### src/rtl/memc_deskew_if.sv
// Bus bundle between the systolic array result lanes, the host read port and memc_deskew.
// Skewed lanes, capture control, host read address/data and status flags.
interface memc_deskew_if #(
  parameter int BITS_C = 16,
  parameter int DIM    = 8
);
  // No valid/ready pair here: en is a level qualifier (a lane sample is consumed
  // on every rising edge with en=1 in CAPTURE and nothing moves while en=0),
  // and clr is a one-cycle pulse that restarts a capture and overrides en.
  logic                          en;
  logic                          clr;
  logic [DIM-1:0][BITS_C-1:0]    Cin;
  logic [$clog2(DIM)-1:0]        Crow;
  logic [DIM-1:0][BITS_C-1:0]    Cout;
  logic                          busy;
  logic                          done;

  modport master (output en, clr, Cin, Crow, input Cout, busy, done);
  modport slave  (input en, clr, Cin, Crow, output Cout, busy, done);
endinterface

### src/rtl/memc_deskew.sv
// Removes the diagonal skew from the systolic array result stream with per-lane delay
// lines, stores the aligned DIM x DIM matrix and serves registered row reads to the host.
module memc_deskew #(
  parameter int BITS_C = 16,
  parameter int DIM    = 8,
  localparam int AW    = $clog2(DIM),
  localparam int CW    = $clog2(2*DIM)
) (
  input  logic              clk,
  input  logic              rst,
  memc_deskew_if.slave      ifc,
  output logic [1:0]        dbg_state,
  output logic [CW-1:0]     dbg_cyc
);

  typedef enum logic [1:0] {
    IDLE    = 2'd0,
    CAPTURE = 2'd1,
    DONE    = 2'd2
  } state_t;

  state_t                      state, state_nxt;
  logic [CW-1:0]               cyc;
  logic                        shift, write, last;
  logic [AW-1:0]               wr_idx;
  logic [DIM-1:0][BITS_C-1:0]  aligned;
  logic [DIM-1:0][BITS_C-1:0]  buffer [DIM];

  // clr overrides en, so a restart cycle never samples or writes.
  assign shift  = (state == CAPTURE) && ifc.en && !ifc.clr;
  assign write  = shift && (cyc >= CW'(DIM-1));
  assign last   = write && (cyc == CW'(2*DIM-2));
  assign wr_idx = AW'(cyc - CW'(DIM-1));

  assign dbg_state = state;
  assign dbg_cyc   = cyc;

  always_ff @(posedge clk) begin
    if (rst) state <= IDLE;
    else     state <= state_nxt;
  end

  always_comb begin
    state_nxt = state;
    if (ifc.clr) begin
      state_nxt = CAPTURE;
    end else begin
      case (state)
        CAPTURE: if (last) state_nxt = DONE;
        default: state_nxt = state;
      endcase
    end
  end

  always_comb begin
    ifc.busy = (state == CAPTURE);
    ifc.done = (state == DONE);
  end

  always_ff @(posedge clk) begin
    if (rst || ifc.clr) cyc <= '0;
    else if (shift)     cyc <= cyc + CW'(1);
  end

  // Lane i waits DIM-1-i enabled cycles so every element of a row lines up with lane DIM-1.
  for (genvar i = 0; i < DIM; i++) begin : g_lane
    localparam int D = DIM - 1 - i;
    if (D == 0) begin : g_wire
      assign aligned[i] = ifc.Cin[i];
    end else begin : g_dly
      logic [BITS_C-1:0] sr [D];
      always_ff @(posedge clk) begin
        if (rst || ifc.clr) begin
          for (int k = 0; k < D; k++) sr[k] <= '0;
        end else if (shift) begin
          sr[0] <= ifc.Cin[i];
          for (int k = 1; k < D; k++) sr[k] <= sr[k-1];
        end
      end
      assign aligned[i] = sr[D-1];
    end
  end

  // Same-cycle read of the row being written returns the previous contents.
  always_ff @(posedge clk) begin
    if (rst) begin
      for (int r = 0; r < DIM; r++) buffer[r] <= '0;
      ifc.Cout <= '0;
    end else begin
      if (write) buffer[wr_idx] <= aligned;
      ifc.Cout <= buffer[ifc.Crow];
    end
  end

endmodule

### src/flat_wrapper.sv
// flat-port wrapper written by rule: the top's interface ports become plain ports
module memc_deskew_flat 
#(
  parameter int BITS_C = 16,
  parameter int DIM    = 8,
  localparam int AW    = $clog2(DIM),
  localparam int CW    = $clog2(2*DIM)
)
  (clk, rst, dbg_state, dbg_cyc, ifc_en, ifc_clr, ifc_Cin, ifc_Crow, ifc_Cout, ifc_busy, ifc_done);
  memc_deskew_if #(.BITS_C(BITS_C), .DIM(DIM)) ifc_i ();
  input  logic clk;
  input  logic rst;
  output logic [1:0] dbg_state;
  output logic [CW-1:0] dbg_cyc;
  input wire logic [$bits(ifc_i.en)-1:0] ifc_en;
  input wire logic [$bits(ifc_i.clr)-1:0] ifc_clr;
  input wire logic [$bits(ifc_i.Cin)-1:0] ifc_Cin;
  input wire logic [$bits(ifc_i.Crow)-1:0] ifc_Crow;
  output wire logic [$bits(ifc_i.Cout)-1:0] ifc_Cout;
  output wire logic [$bits(ifc_i.busy)-1:0] ifc_busy;
  output wire logic [$bits(ifc_i.done)-1:0] ifc_done;
  assign ifc_i.en = ifc_en;
  assign ifc_i.clr = ifc_clr;
  assign ifc_i.Cin = ifc_Cin;
  assign ifc_i.Crow = ifc_Crow;
  assign ifc_Cout = ifc_i.Cout;
  assign ifc_busy = ifc_i.busy;
  assign ifc_done = ifc_i.done;
  memc_deskew #(.BITS_C(BITS_C), .DIM(DIM)) u_core (.clk(clk), .rst(rst), .ifc(ifc_i), .dbg_state(dbg_state), .dbg_cyc(dbg_cyc));
endmodule
### config.mk
export PLATFORM = sky130hd
export DESIGN_NAME = memc_deskew_flat
export DESIGN_NICKNAME = d
export VERILOG_FILES = /design/src/rtl/memc_deskew_if.sv /design/src/rtl/memc_deskew.sv /design/src/flat_wrapper.sv
export SDC_FILE = /design/constraint.sdc
export NUM_CORES = 2
export LEC_CHECK = 0
export CAP_MARGIN = 20
export CORE_MARGIN = 2
export CORE_UTILIZATION = 60
export CTS_BUF_LIST = sky130_fd_sc_hd__clkbuf_8
export DETAILED_ROUTE_END_ITERATION = 6
export PLACE_DENSITY = 0.79
export SLEW_MARGIN = 20
export SYNTH_ARGS = -nofsm -noshare
export SYNTH_HDL_FRONTEND = slang
export SYNTH_SLANG_ARGS = --single-unit
export TNS_END_PERCENT = 20
### constraint.sdc
create_clock -name clk -period 17.3 [get_ports clk]
set_input_delay 1.73 -clock clk [delete_from_list [all_inputs] [get_ports clk]]
set_output_delay 1.73 -clock clk [all_outputs]
set_load 0.02 [all_outputs]
-- Word level (Yosys, flattened, before mapping)
Memories as Yosys holds them, arrays and structs flattened. A register that Yosys moved wholly into a read port is not among the register bits.
Cells that the tools add are included.
- flip-flop bits (word level): 6
- bits in writable memories: 1472
- input bits: 135
- output and inout bits: 136
- word-level logic and storage cells: 102
- memories: 8
- add/subtract/negate cells: 2
- magnitude comparators: 1
- equality and inequality tests: 3
- mux-type cells: 45
- bitwise operators: 27
- reduce and logical (&&, ||, !) cells: 13
- memories (name ; words ; bits a word ; read ports ; clocked after memory_dff ; wr ports ; line ; text):
    u_core.buffer ; 8 ; 128 ; 1 ; 1 ; 8 ; memc_deskew.sv:27 ; logic [DIM-1:0][BITS_C-1:0] buffer [DIM];
    u_core.g_lane[0].g_dly.sr ; 7 ; 16 ; 7 ; 0 ; 7 ; memc_deskew.sv:71 ; logic [BITS_C-1:0] sr [D];
    u_core.g_lane[1].g_dly.sr ; 6 ; 16 ; 6 ; 0 ; 6 ; memc_deskew.sv:71 ;
    u_core.g_lane[2].g_dly.sr ; 5 ; 16 ; 5 ; 0 ; 5 ; memc_deskew.sv:71 ;
    u_core.g_lane[3].g_dly.sr ; 4 ; 16 ; 4 ; 0 ; 4 ; memc_deskew.sv:71 ;
    u_core.g_lane[4].g_dly.sr ; 3 ; 16 ; 3 ; 0 ; 3 ; memc_deskew.sv:71 ;
    2 more memories ; n/a ; n/a ; n/a ; n/a ; n/a ; n/a ;
- operators with widths (kind ; count):
    two-way mux 16 bit ; 28
    two-way mux 128 bit ; 1
    OR reduction 128 bit ; 1
    bitwise OR 1 bit ; 27
    OR reduction 16 bit ; 1
    two-way mux 1 bit ; 15
    adder 4 x 1 -> 4 bit (second input constant) ; 1
    == test 4 bit (second input constant) ; 1
    >= comparator 4 x 3 -> 1 bit (second input constant) ; 1
    logical AND 1 bit ; 4
    AND reduction 2 bit ; 2
    nonzero test 2 bit ; 2
    two-way mux 3 bit ; 1
    subtractor 3 bit (second input constant) ; 1
    == test 2 x 1 -> 1 bit (second input constant) ; 1
    == test 2 bit (second input constant) ; 1
    OR reduction 2 bit ; 1
    logical NOT 1 bit ; 1
    logical OR 1 bit ; 1

-- Depth between registers and ports, before layout
- word-level depth: 9
- mapped depth: 9

-- Worst setup path after synthesis
Ideal clock, no wire load.
- path type: input-to-reg
- from: in ifc_clr
- to: mem u_core.g_lane[0].g_dly.sr[0][0] (enable)
- arrival: 9.706 ns
- required time: 14.061 ns
- setup slack: 4.355 ns
- stages on the path: 5
- path buffers: 3
- path through: nor2_1 -> buf_2 -> buf_2 -> clkbuf_1 -> nand2_1
- RTL lines (item ; line ; text):
    from (decl) ; flat_wrapper.sv:16 ; input wire logic [$bits(ifc_i.clr)-1:0] ifc_clr;
    to (decl) ; memc_deskew.sv:71 ;

==> reports/results.ini <==
[clock_network]
cts_buffers = 239
cts_tree = built
cts-root-buf = clkbuf_8
postCtsHoldBufs = 0
clk_pin_slew_ns = 0.06
clk_path_buf_depth = 3
cts_sinks = 1606
clock_latency_ns = 0.94
cts_resized = 0
h-tree-depth = 4
postCtsSetupBuffers = 0

[floorplanning]
chipWidth_microns = 333
rows = 120
core_sq_um = 107000
die_area_sq_um = 111000
die_y_microns = 333
initial_utilization_pct = 60.6
ioPinCount = 271

[worst_setup_path]
startpoint_type = flip-flop
worst-r2r-setup-slack_ns = 11.61
critPathMaxStageDelay_ns = 1.04
path_buf_inv = 3
cp_data_arrival_time_ns = 6.24
worstPathMaxFanout = 149
path_cells = ha_1 -> a21oi_1 -> nor2_4 -> buf_6 -> a41o_4 -> buf_4 -> buf_4
path_depth = 7
end_kind = flip-flop
crit_type = flip-flop to flip-flop
critical-path-top-delay-family = buffers and inverters
cp.required_ns = 17.84
worst-r2r-cell-count = 7
path_common_cell = buf_4
cp_slowest_cell = a41o_4

[grt]
grt_pass1_vias = 38000
grt_overflow = 0
antenna_found_initial = 9
track_usage_pct = 28.0
grt_start_max_net_pins = 324
grt_pass1_wl_microns = 232000

[cells_and_area]
layout.nets = 4485
drive_above_1_share_pct = 14.1
syn2layout_area_growth_pct = 12.5
fillers = 6919

[synth]
yosys.area.top_type = edfxtp_1
synth-main-ff-cell = edfxtp_1
synthesis.nets = 4296
synth_mux_area_share_pct = 10.8
synth_area_sq_um = 65000
synth_area_leaders = edfxtp_1, and3_1, mux4_2
async_flop_share_pct = 0
synth_warnings = 0
synth_compound_area_share_pct = 0.216
synth_common_cells = edfxtp_1, and3_1, nor2_1, clkbuf_1, mux4_2
synth_top_family_by_area = simple AND/OR/NAND/NOR gates
synth_fa_ha_area_share_pct = 0.0385
synth_edf_count = 1472
synth_top_cell_area_share_pct = 68.0
ys_seq_elements = 1606
yosysUniqueCellTypes = 35
seq_area_frac_synth_pct = 72.1
yosysMostFrequentCell = edfxtp_1
syn_avg_cell_area_sq_um = 15.6
synthCells = 4159
synth_simple_gate_area_share_pct = 14.2
synth_xor_area_share_pct = 0.0385

[place]
place_congestion = 0.756
portBuffers = 270
dp_hpwl_microns = 77600

[sta]
fin_skew_ns = 0.0567
timing.fmax_ghz = 0.176
relSlewSlack_pct = 24.7
setup_violations = 0
min_period_ns = 5.69
hold_viol = 0
setup_tns_ns = 0
rsz0062_at_grt = false
maxSlewViolCount = 0
period_share_pct = 32.9
worstMarginPinSlew_ns = 1.13

[route]
drt_iter0_markers = 5051
vias = 37800
wl_per_cell_microns = 26.0
drc = 0
drt_pass1_iterations = 6
vias_per_cell = 6.33
ant_nets = 0
drt-total-wl_microns = 155000

[power]
peakVddDrop_uv = 69.7
total_power_uw = 7770
powerDensity_nw_per_um2 = 106
leakage_uw = 0.0296

[flow_run]
maxCapViolations = 0

[min_path]
holdPathStages = 1
hold_path_class = flip-flop to flip-flop

[outcome]
outcome = finished clean

[cells in the final DEF, fill, tap and decap left out, drive strengths merged, types with 128 or more instances in the layout]
master and count:
edfxtp 1472, and3 944, nor2 646, clkbuf 267, clkdlybuf4s50 266, mux4 256
inv 136, dfxtp 134, mux2i 128, nand3 128
[flip-flops by register name, summed over array words and instances (netlist names)]
register	cells
u_core.dbg_cyc	4
u_core.g_lane.g_dly.sr	448
u_core.dbg_state	2
u_core.buffer	1024
u_core.ifc.Cout	128
[power by group]
| part | switching [uW] | total [uW] | internal, uW |
|---|---|---|---|
| combinational | 278 | 456 | 177 |
| sequential | 64.4 | 4450 | 4390 |
| clock | 1440 | 2860 | 1430 |
| total | 1780 | 7770 | 5990 |
[cell families after synthesis]
logic type	Yosys count
AOI/OAI and AO/OA	20
buffers and inverters	391
adders and majority gates	2
DFF	1606
muxes	384
and+or+nand+nor	1754
xor gates and xnor gates	2
[worst paths after layout]
| check | from | end |
|---|---|---|
| worst min register to register | u_core.g_lane[5].g_dly.sr[0][8]$_SDFFCE_PN0P_ | u_core.g_lane[5].g_dly.sr[0][24]$_SDFFCE_PN0P_ |
| worst min-delay path | u_core.g_lane[5].g_dly.sr[0][8]$_SDFFCE_PN0P_ | u_core.g_lane[5].g_dly.sr[0][24]$_SDFFCE_PN0P_ |
| worst max register to register | u_core.dbg_cyc[0]$_SDFFE_PP0P_ | u_core.buffer[3][23]$_SDFFCE_PN0P_ |
| worst max-delay path | u_core.dbg_cyc[0]$_SDFFE_PP0P_ | u_core.buffer[3][23]$_SDFFCE_PN0P_ |
[through the flow]
stage          worst slack [ns]  hold slack (ns)  instances  cell area (sq um)  utilization, %
6_report                  11.61            0.509       5969              73200            68.2
5_1_grt                   11.37            0.531       5966              73200            68.2
4_1_cts                   11.31            0.515       5959              73000            68.0
3_5_place_dp              10.93            0.501       5505              68500            63.8
3_3_place_gp              10.95            0.500       5505              68500            63.8
2_1_floorplan              4.36            0.497       4159              65000               -
[metal layers]
metal | vias up | track usage [%] | part of all wire, %
met1 | 18700 | 39.6 | 38
met5 | - | 0 | 0.026
met3 | 295 | 6.98 | 12
met4 | 6 | 9.83 | 2.4
met2 | 2499 | 42.9 | 48
li1 | 16300 | - | -
[area by class of cell]
type                            count  area (sq um)  share of cell area, %
Clock inverter                    188           848                   1.16
Sequential cell                  1606         46900                   64.1
Tap cell                         1403          1760                   2.40
Clock buffer                      266          3660                   5.00
Multi-Input combinational cell   2162         16600                   22.7
Antenna cell                        5          12.5                 0.0171
Inverter                            4          15.0                 0.0205
Timing Repair Buffer              335          3380                   4.63
(Power assumes the default switching activity.)
